File: config.mk
export PLATFORM = sky130hd
export DESIGN_NAME = bit_population_generator
export DESIGN_NICKNAME = d
export VERILOG_FILES = /design/src/rtl/bit_population_generator.sv
export SDC_FILE = /design/constraint.sdc
export NUM_CORES = 1
export LEC_CHECK = 0
export CORE_MARGIN = 2
export CORE_UTILIZATION = 59
export DETAILED_ROUTE_END_ITERATION = 10
export PLACE_DENSITY = 0.92
export SLEW_MARGIN = 20
export SYNTH_ARGS = -nofsm -noshare
export SYNTH_HDL_FRONTEND = slang
export SYNTH_SLANG_ARGS = --single-unit
File: constraint.sdc
create_clock -name clk_i -period 4.3 [get_ports clk_i]
set_clock_uncertainty 0.15 [all_clocks]
set_input_delay 0.43 -clock clk_i [delete_from_list [all_inputs] [get_ports clk_i]]
set_output_delay 0.43 -clock clk_i [all_outputs]
set_load 0.005 [all_outputs]
File: src/rtl/bit_population_generator.sv
// Emits every WIDTH-bit word with popcount N in ascending order, one word per
// accepted valid/ready transfer.
module bit_population_generator #(
  parameter int WIDTH = 16
) (
  input  logic                    clk_i,
  input  logic                    srst_i,
  input  logic [$clog2(WIDTH):0]  cnt_i,
  input  logic                    cnt_val_i,
  output logic                    cnt_rdy_o,
  output logic [WIDTH-1:0]        data_o,
  output logic                    data_val_o,
  input  logic                    data_rdy_i,
  output logic                    data_last_o,
  output logic                    err_o
);

  localparam int CW = $clog2(WIDTH) + 1;
  localparam int IW = $clog2(WIDTH);
  localparam logic [CW-1:0] N_MAX = CW'(WIDTH);

  typedef enum logic {IDLE, RUN} state_t;

  state_t           state_q, state_d;
  logic [WIDTH-1:0] data_q, data_d;
  logic             last_q, last_d;
  logic             err_q, err_d;

  function automatic logic [IW-1:0] ctz(input logic [WIDTH-1:0] v);
    ctz = '0;
    for (int i = WIDTH - 1; i >= 0; i--) begin
      if (v[i]) ctz = IW'(i);
    end
  endfunction

  function automatic logic [WIDTH-1:0] low_ones(input logic [CW-1:0] n);
    low_ones = ~({WIDTH{1'b1}} << n);
  endfunction

  // Snoob step: next larger word with the same popcount.
  function automatic logic [WIDTH-1:0] next_word(input logic [WIDTH-1:0] x);
    logic [WIDTH-1:0] c, r;
    c = x & (~x + WIDTH'(1));
    r = x + c;
    next_word = r | (((r ^ x) >> 2) >> ctz(c));
  endfunction

  // Final patterns (top N bits set, including zero) are exactly the words
  // whose clear bits all sit below the lowest set bit.
  function automatic logic is_final(input logic [WIDTH-1:0] x);
    is_final = &(x | (x - WIDTH'(1)));
  endfunction

  logic [WIDTH-1:0] nxt;
  logic [WIDTH-1:0] first;

  assign nxt   = next_word(data_q);
  assign first = low_ones(cnt_i);

  always_comb begin
    state_d = state_q;
    data_d  = data_q;
    last_d  = last_q;
    err_d   = 1'b0;
    case (state_q)
      IDLE: begin
        if (cnt_val_i) begin
          if (cnt_i > N_MAX) begin
            err_d = 1'b1;
          end else begin
            state_d = RUN;
            data_d  = first;
            last_d  = is_final(first);
          end
        end
      end
      RUN: begin
        if (data_rdy_i) begin
          if (last_q) begin
            state_d = IDLE;
            data_d  = '0;
            last_d  = 1'b0;
          end else begin
            data_d = nxt;
            last_d = is_final(nxt);
          end
        end
      end
      default: state_d = IDLE;
    endcase
  end

  always_ff @(posedge clk_i or posedge srst_i) begin
    if (srst_i) begin
      state_q <= IDLE;
      data_q  <= '0;
      last_q  <= 1'b0;
      err_q   <= 1'b0;
    end else begin
      state_q <= state_d;
      data_q  <= data_d;
      last_q  <= last_d;
      err_q   <= err_d;
    end
  end

  assign cnt_rdy_o   = (state_q == IDLE);
  assign data_val_o  = (state_q == RUN);
  assign data_o      = data_q;
  assign data_last_o = last_q;
  assign err_o       = err_q;

endmodule

==> results.toml, run 1 <==
[yosys]
synth_common_cells = "nand2_1 (49), nor2_1 (48), a21oi_1 (39)"
synth.largest_area_cell = "dfrtp_1"
synth_top_area_share_pct = 15.3
synth_area_leaders = "dfrtp_1 (15%), a21oi_1 (6.3%), nand2_1 (5.9%)"
synth.net_count = 444
synth-async-reset-ratio_pct = 100
syn-cell-area_um2 = 3100
ys_seq_elements = 19
synth_flop_cell = "dfrtp_1"
synth-edff-count = 0
yosysSeqAreaShare_pct = 15.3
synth_warnings = 0
synth_most_common_cell = "nand2_1"
syn_area_per_cell_um2 = 7.12
synth_cells = 435
ys_types = 81

[worst_setup_path]
cp-end-kind = "register"
slowest_stage = "dfrtp_1"
cp_slowest_stage_delay_ns = 0.68
r2r_start = "data_o[2]"
path_max_fanout = 15
start_kind = "register"
cp_top_family = "compound AO/OA/AOI/OAI gates"
path_buf_inv = 0
path_cells = "nor2b_2 > o41ai_1 > and3_1 > o311ai_1 > nand2_1 > mux4_2 > a21oi_1 > a21boi_2 > mux2i_1 > o211ai_1 > a311oi_2"
reg2reg_slack_ns = 0.25
worstPathRequired_ns = 4.32
critPathArrivalTime_ns = 4.07
timing.rr.end = "data_last_o"
crit_type = "reg2reg"
r2r.worst_path.cells = 11

[timing]
finalHoldViolCount = 0
hold_ws_ns = 0.421
max_slew_margin_pct = 49.6
fin_crit_ns = 4.05
finalSetupViolations = 0
rsz0062_at_grt = "no"
max_freq_mhz = 247
drv_slew = 0
tns_ns = 0
fin_crit_sh_pct = 94.2
setup_slack_ns = 0.249
worstMarginPinSlew_ns = 0.756

[global_route]
grt_pass1_vias = 3325
grt_max_degree = 21
grt_pass1_wl_um = 17600
grt-ovfl-total = 0
grt_use_total_pct = 37.1
grt_antenna_before_repair = 0

[drt]
antenna_left = 0
viasPerCell = 7.24
dr.pass1.iters = 7
wl_per_cell_um = 21.2
drtIter0Drc = 646
drc_errors = 0
vias = 3737
routed_wl_um = 10900

[cells_and_area]
multi_input_area_um2 = 2400
n_fill_cell = 450
drive_gt1_share_pct = 12.3
insertedDiodeCount = 0
finalNetCount = 456
stdcell_count = 516
ff_latch_area_um2 = 475
syn2layout_area_growth_pct = 10.9

[clock_network]
clk_pin_slew_ns = 0.08
htree_levels = 1
cts_buffers = 3
post-cts-setup-buffers = 0
cts-root-to-sink-buffers = 2
insertion_delay_ns = 0.26
cts_tree = "built"
clock-sinks = 19
cts_root_buf = "clkbuf_8"
post_cts_resized = 0
cts_hold_buf = 0

[floorplanning]
coreArea_um2 = 5070
io_pins = 29
die_y_um = 76.5
fp-row-count = 26
initial_core_util_pct = 61.1
die_area_um2 = 5850
die_w_um = 76.5

[place]
pre_cts_slack_ns = 0.358
port_buffers = 28
dp_hpwl_um = 8310
gp_congestion = 1.03
dp.cells = 512

[pwr]
finalPower_w = 0.00214
ir_drop_mv = 0.374
power_density_nw_per_um2 = 623
leakage_nw = 1.36

[status]
status = "complete, no violations"

[hold_path]
holdPathEnd = "data_o[11]"
holdPathStages = 2
hold_class = "reg2reg"
hold_start = "data_o[11]"

[job]
cap_violations = 0
[where the power goes]
part           internal, W  total, W  switching (W)
logic             0.000641   0.00156       0.000916
clock network    0.0000646  0.000129      0.0000646
registers         0.000233  0.000455       0.000223
total             0.000938   0.00214        0.00120
[metal layers]
metal  vias up  GRT usage (%)  part of all wire (%)
li1       1670              -                     -
met5         -              0                     0
met2       284           58.8                    45
met3        48           6.75                    11
met1      1735           51.8                    41
met4         0           9.82                   3.3
[logic make-up (layout without fill, tap and decap cells)]
group                     Yosys count  in the layout  share of synthesized area (%)
and+or+nand+nor                   181            181                           32.0
buffers and inverters              48             59                           7.31
AOI/OAI and AO/OA                 169            169                           38.7
muxes                              15             15                           5.81
DFF                                19             19                           15.3
xor gates and xnor gates            3              3                          0.848
[stage by stage]
stage / utilization (%) / instance area, um^2
finish: 67.7 / 3440
global route: 67.7 / 3440
CTS: 67.7 / 3440
detailed placement: 66.8 / 3390
global placement: 66.8 / 3390
floorplan: - / 3100
[cell usage in the layout, fill, tap and decap left out, types with 4 or more instances in the layout]
cell type	instances
nor2_1	48
nand3_1	14
o22ai_1	4
nand2_1	49
mux2i_1	9
a211oi_1	9
a21o_1	5
nor4_1	5
clkdlybuf4s50_1	28
a21oi_1	39
o211ai_1	6
o21ai_0	32
nand4_1	6
dfrtp_1	19
buf_4	13
a32o_1	5
mux2_2	4
nor3_2	4
o31ai_1	5
o21a_1	6
inv_1	14
a31oi_1	8
nand2b_1	6
nor3_1	9
nor2b_1	7
and3_1	6
[registers in the layout, indices dropped and copies added, names as in the netlist]
register,flops
data_o,16
data_last_o,1
data_val_o,1
err_o,1
[worst max-delay path by stage]
stage | from | endpoint | slack [ns] | cells past startpoint
after global placement | data_o[0] | data_last_o | 0.43 | 11
after CTS | data_o[2] | data_last_o | 0.33 | 11
after floorplan | data_o[7] | data_last_o | 0.99 | 12
final | data_o[2] | data_last_o | 0.25 | 11
after detailed placement | data_o[2] | data_last_o | 0.36 | 11
after global routing | data_o[2] | data_last_o | 0.03 | 11
[area by class of cell]
type / instances / area share, %
well taps: 70 / 2.55
repair buffers: 41 / 11.0
flip-flops and latches: 19 / 13.8
multi-input cells: 368 / 69.7
clock buffers: 3 / 1.20
inverters: 14 / 1.53
clock inverters: 1 / 0.146
[worst reg2reg max path, stage by stage, from the launching register on]
cell	delay (ns)
dfrtp_1	0.68
nor2b_2	0.36
o41ai_1	0.15
and3_1	0.30
o311ai_1	0.58
nand2_1	0.15
mux4_2	0.50
a21oi_1	0.19
a21boi_2	0.27
mux2i_1	0.22
o211ai_1	0.13
a311oi_2	0.29
No activity file was read; power rests on OpenSTA's default activity.
==> run 2: changes to the inputs <==
--- a/config.mk
+++ b/config.mk
@@ -8,4 +8,5 @@
 export CORE_MARGIN = 2
 export CORE_UTILIZATION = 59
+export CTS_CLUSTER_DIAMETER = 60
 export DETAILED_ROUTE_END_ITERATION = 10
 export PLACE_DENSITY = 0.92
--- a/constraint.sdc
+++ b/constraint.sdc
@@ -3,3 +3,3 @@
 set_input_delay 0.43 -clock clk_i [delete_from_list [all_inputs] [get_ports clk_i]]
 set_output_delay 0.43 -clock clk_i [all_outputs]
-set_load 0.005 [all_outputs]
+set_load 0.05 [all_outputs]
==> results of run 2 <==
Same layout as run 1 (identical final DEF). Status: complete, no violations.
Among the figures that moved: total power 0.00214 W -> 0.00234 W; worst IR drop on VDD 0.374 mV -> 0.403 mV
==> run 3: changes to the inputs <==
- ABC_AREA: default -> 1
- TNS_END_PERCENT: default -> 30
==> run 3 against run 2 <==
Global-route usage fell by 1.1 points. Synthesized cell count rose by 27%. Setup slack improved by 0.29 ns. Sequential cell count did not move. Critical path type unchanged. Critical endpoint unchanged.
==> results.toml, run 3 <==
[pwr]
ir_drop_mv = 0.576
leakage_nw = 1.79
p_seq_share_pct = 15.3
p_int_w = 0.00102
p_comb_share_pct = 80.3
switchingPower_w = 0.00184
netSwitchingFraction_pct = 64.2
clkPwrFrac_pct = 4.4
finalPower_w = 0.00286
power_density_nw_per_um2 = 821

[timing]
tns_ns = 0
finalHoldViolCount = 0
fin_crit_ns = 3.76
rsz0062_at_grt = "no"
drv_slew = 0
finalSetupViolations = 0
fin_crit_sh_pct = 87.5
max_slew_margin_pct = 52.6
max_freq_mhz = 266
worstMarginPinSlew_ns = 0.704

[cells_and_area]
multi_input_area_um2 = 2290
ff_latch_area_um2 = 475
layout_common_cells = "nand2_1 (161), nand3_1 (69), nor2_1 (65)"
syn2layout_area_growth_pct = 11.2
final_common_cell = "nand2_1"
finalNetCount = 587
insertedDiodeCount = 0
n_fill_cell = 501
largest_reg_flops = 16
drive_gt1_share_pct = 12.8

[place]
gp_congestion = 1.06
dp_hpwl_um = 8680
port_buffers = 28

[yosys]
synth.largest_area_cell = "nand2_1"
syn_area_per_cell_um2 = 5.66
ys_types = 41
synth_compound_gate_area_share_pct = 13.8
synth_area_leaders = "nand2_1 (19%), dfrtp_1 (15%), nand3_1 (11%)"
synthXorXnorAreaFrac_pct = 2.79
synth_common_cells = "nand2_1 (161), nand3_1 (69), nor2_1 (65)"
synth-edff-count = 0
synthMuxAreaShare_pct = 0
synth_cells = 554
synth_top_area_share_pct = 19.3
ys_seq_elements = 19
synth-adder-area-share_pct = 0
synth.net_count = 563
synth_warnings = 0
synthSimpleGateAreaFrac_pct = 56.5
yosysSeqAreaShare_pct = 15.2
synth_most_common_cell = "nand2_1"
syn-cell-area_um2 = 3140
synth_top_family_by_area = "simple AND/OR/NAND/NOR gates"
synth_flop_cell = "dfrtp_1"
synth-async-reset-ratio_pct = 100

[worst_setup_path]
worstPathRequired_ns = 4.30
r2r.worst_path.cells = 25
critPathArrivalTime_ns = 3.76
start_kind = "register"
cp-end-kind = "register"
crit_type = "reg2reg"
path_max_fanout = 10

[clock_network]
cts_buffers = 3
insertion_delay_ns = 0.26
cts_tree = "built"
post-cts-setup-buffers = 0
cts_root_buf = "clkbuf_8"
cts_hold_buf = 0
clock-sinks = 19
post_cts_resized = 0
htree_levels = 1
clk_pin_slew_ns = 0.07
cts-root-to-sink-buffers = 2

[floorplanning]
coreArea_um2 = 5110
die_area_um2 = 5920
fp-row-count = 26
initial_core_util_pct = 61.4
die_w_um = 76.9
io_pins = 29
die_y_um = 76.9

[drt]
wl_per_cell_um = 16.4
routed_wl_um = 10600
antenna_left = 0
dr.pass1.iters = 6
drtIter0Drc = 619
drc_errors = 0
viasPerCell = 5.97
vias = 3864

[global_route]
grt-ovfl-total = 0
grt_use_total_pct = 36.0
grt_antenna_before_repair = 0
grt_pass1_wl_um = 17200
grt_max_degree = 21
grt_pass1_vias = 3553

[status]
status = "complete, no violations"

[job]
cap_violations = 0

[hold_path]
hold_class = "in2async"
## run 3: through the flow
step / setup WS, ns / hold WS, ns / area (um^2) / cells / util [%]
global route: 0.187 / 0.527 / 3490 / 647 / 68.3
floorplan: 1.12 / 0.231 / 3140 / 554 / -
detailed placement: 0.763 / 0.456 / 3440 / 643 / 67.4
finish: 0.539 / 0.427 / 3490 / 647 / 68.3
CTS: 0.743 / 0.460 / 3490 / 647 / 68.3
global placement: 0.743 / 0.449 / 3440 / 643 / 67.4
## run 3: layer usage
| metal | vias up | global-route usage [%] | share of wire, % |
|---|---|---|---|
| li1 | 1851 | - | - |
| met1 | 1741 | 47.3 | 41 |
| met2 | 238 | 61.7 | 47 |
| met3 | 34 | 3.53 | 8.8 |
| met4 | 0 | 12.0 | 3.4 |
| met5 | - | 0 | 0 |
## run 3: path summary, 6_finish.rpt
kind,start,end,slack (ns)
hold reg to reg,data_val_o,data_val_o,0.47
setup reg to reg,data_o[5],data_last_o,0.54
hold / removal,srst_i,err_o,0.43
max in group asynchronous,srst_i,data_o[4],3.14
setup / recovery,data_o[5],data_last_o,0.54
min in group clk_i,data_val_o,data_val_o,0.47
## run 3: cells by family after synthesis
logic type | after synthesis
xor gates and xnor gates | 10
AOI/OAI and AO/OA | 71
DFF | 19
and+or+nand+nor | 364
buffers and inverters | 90
## run 3: final cells by class
type                    instances  area share, %
clock buffers                   3           1.18
clock inverters                 1          0.143
inverters                      80           8.61
multi-input cells             445           65.7
flip-flops and latches         19           13.6
well taps                      70           2.51
repair buffers                 29           8.25
## run 3: critical path, cell delays in order, from the launching register on
cell	delay, ns
dfrtp_1	0.60
inv_1	0.16
nand2_2	0.14
nor2_1	0.07
nand2_2	0.10
nand3_1	0.12
nor2_1	0.18
nand2_1	0.07
nand2_1	0.15
nand2_1	0.09
nand2_1	0.11
nand2_2	0.10
nand3_1	0.09
nand2_1	0.10
a21oi_1	0.19
nand3_1	0.09
o21ai_0	0.58
nor2_1	0.11
nand2_1	0.09
nor2_1	0.05
nand2_1	0.05
nand2_1	0.04
nand2_1	0.09
nor2_2	0.04
nand3_2	0.07
a21oi_2	0.05
## run 3: power by group through the flow
stage / registers (W) / logic (W) / clock network [W]
after floorplan: 0.000671 / 0.00140 / 0
after global placement: 0.000431 / 0.00222 / 0
after detailed placement: 0.000431 / 0.00224 / 0
after CTS: 0.000428 / 0.00225 / 0.000125
after global routing: 0.000449 / 0.00249 / 0.000131
final: 0.000438 / 0.00230 / 0.000125
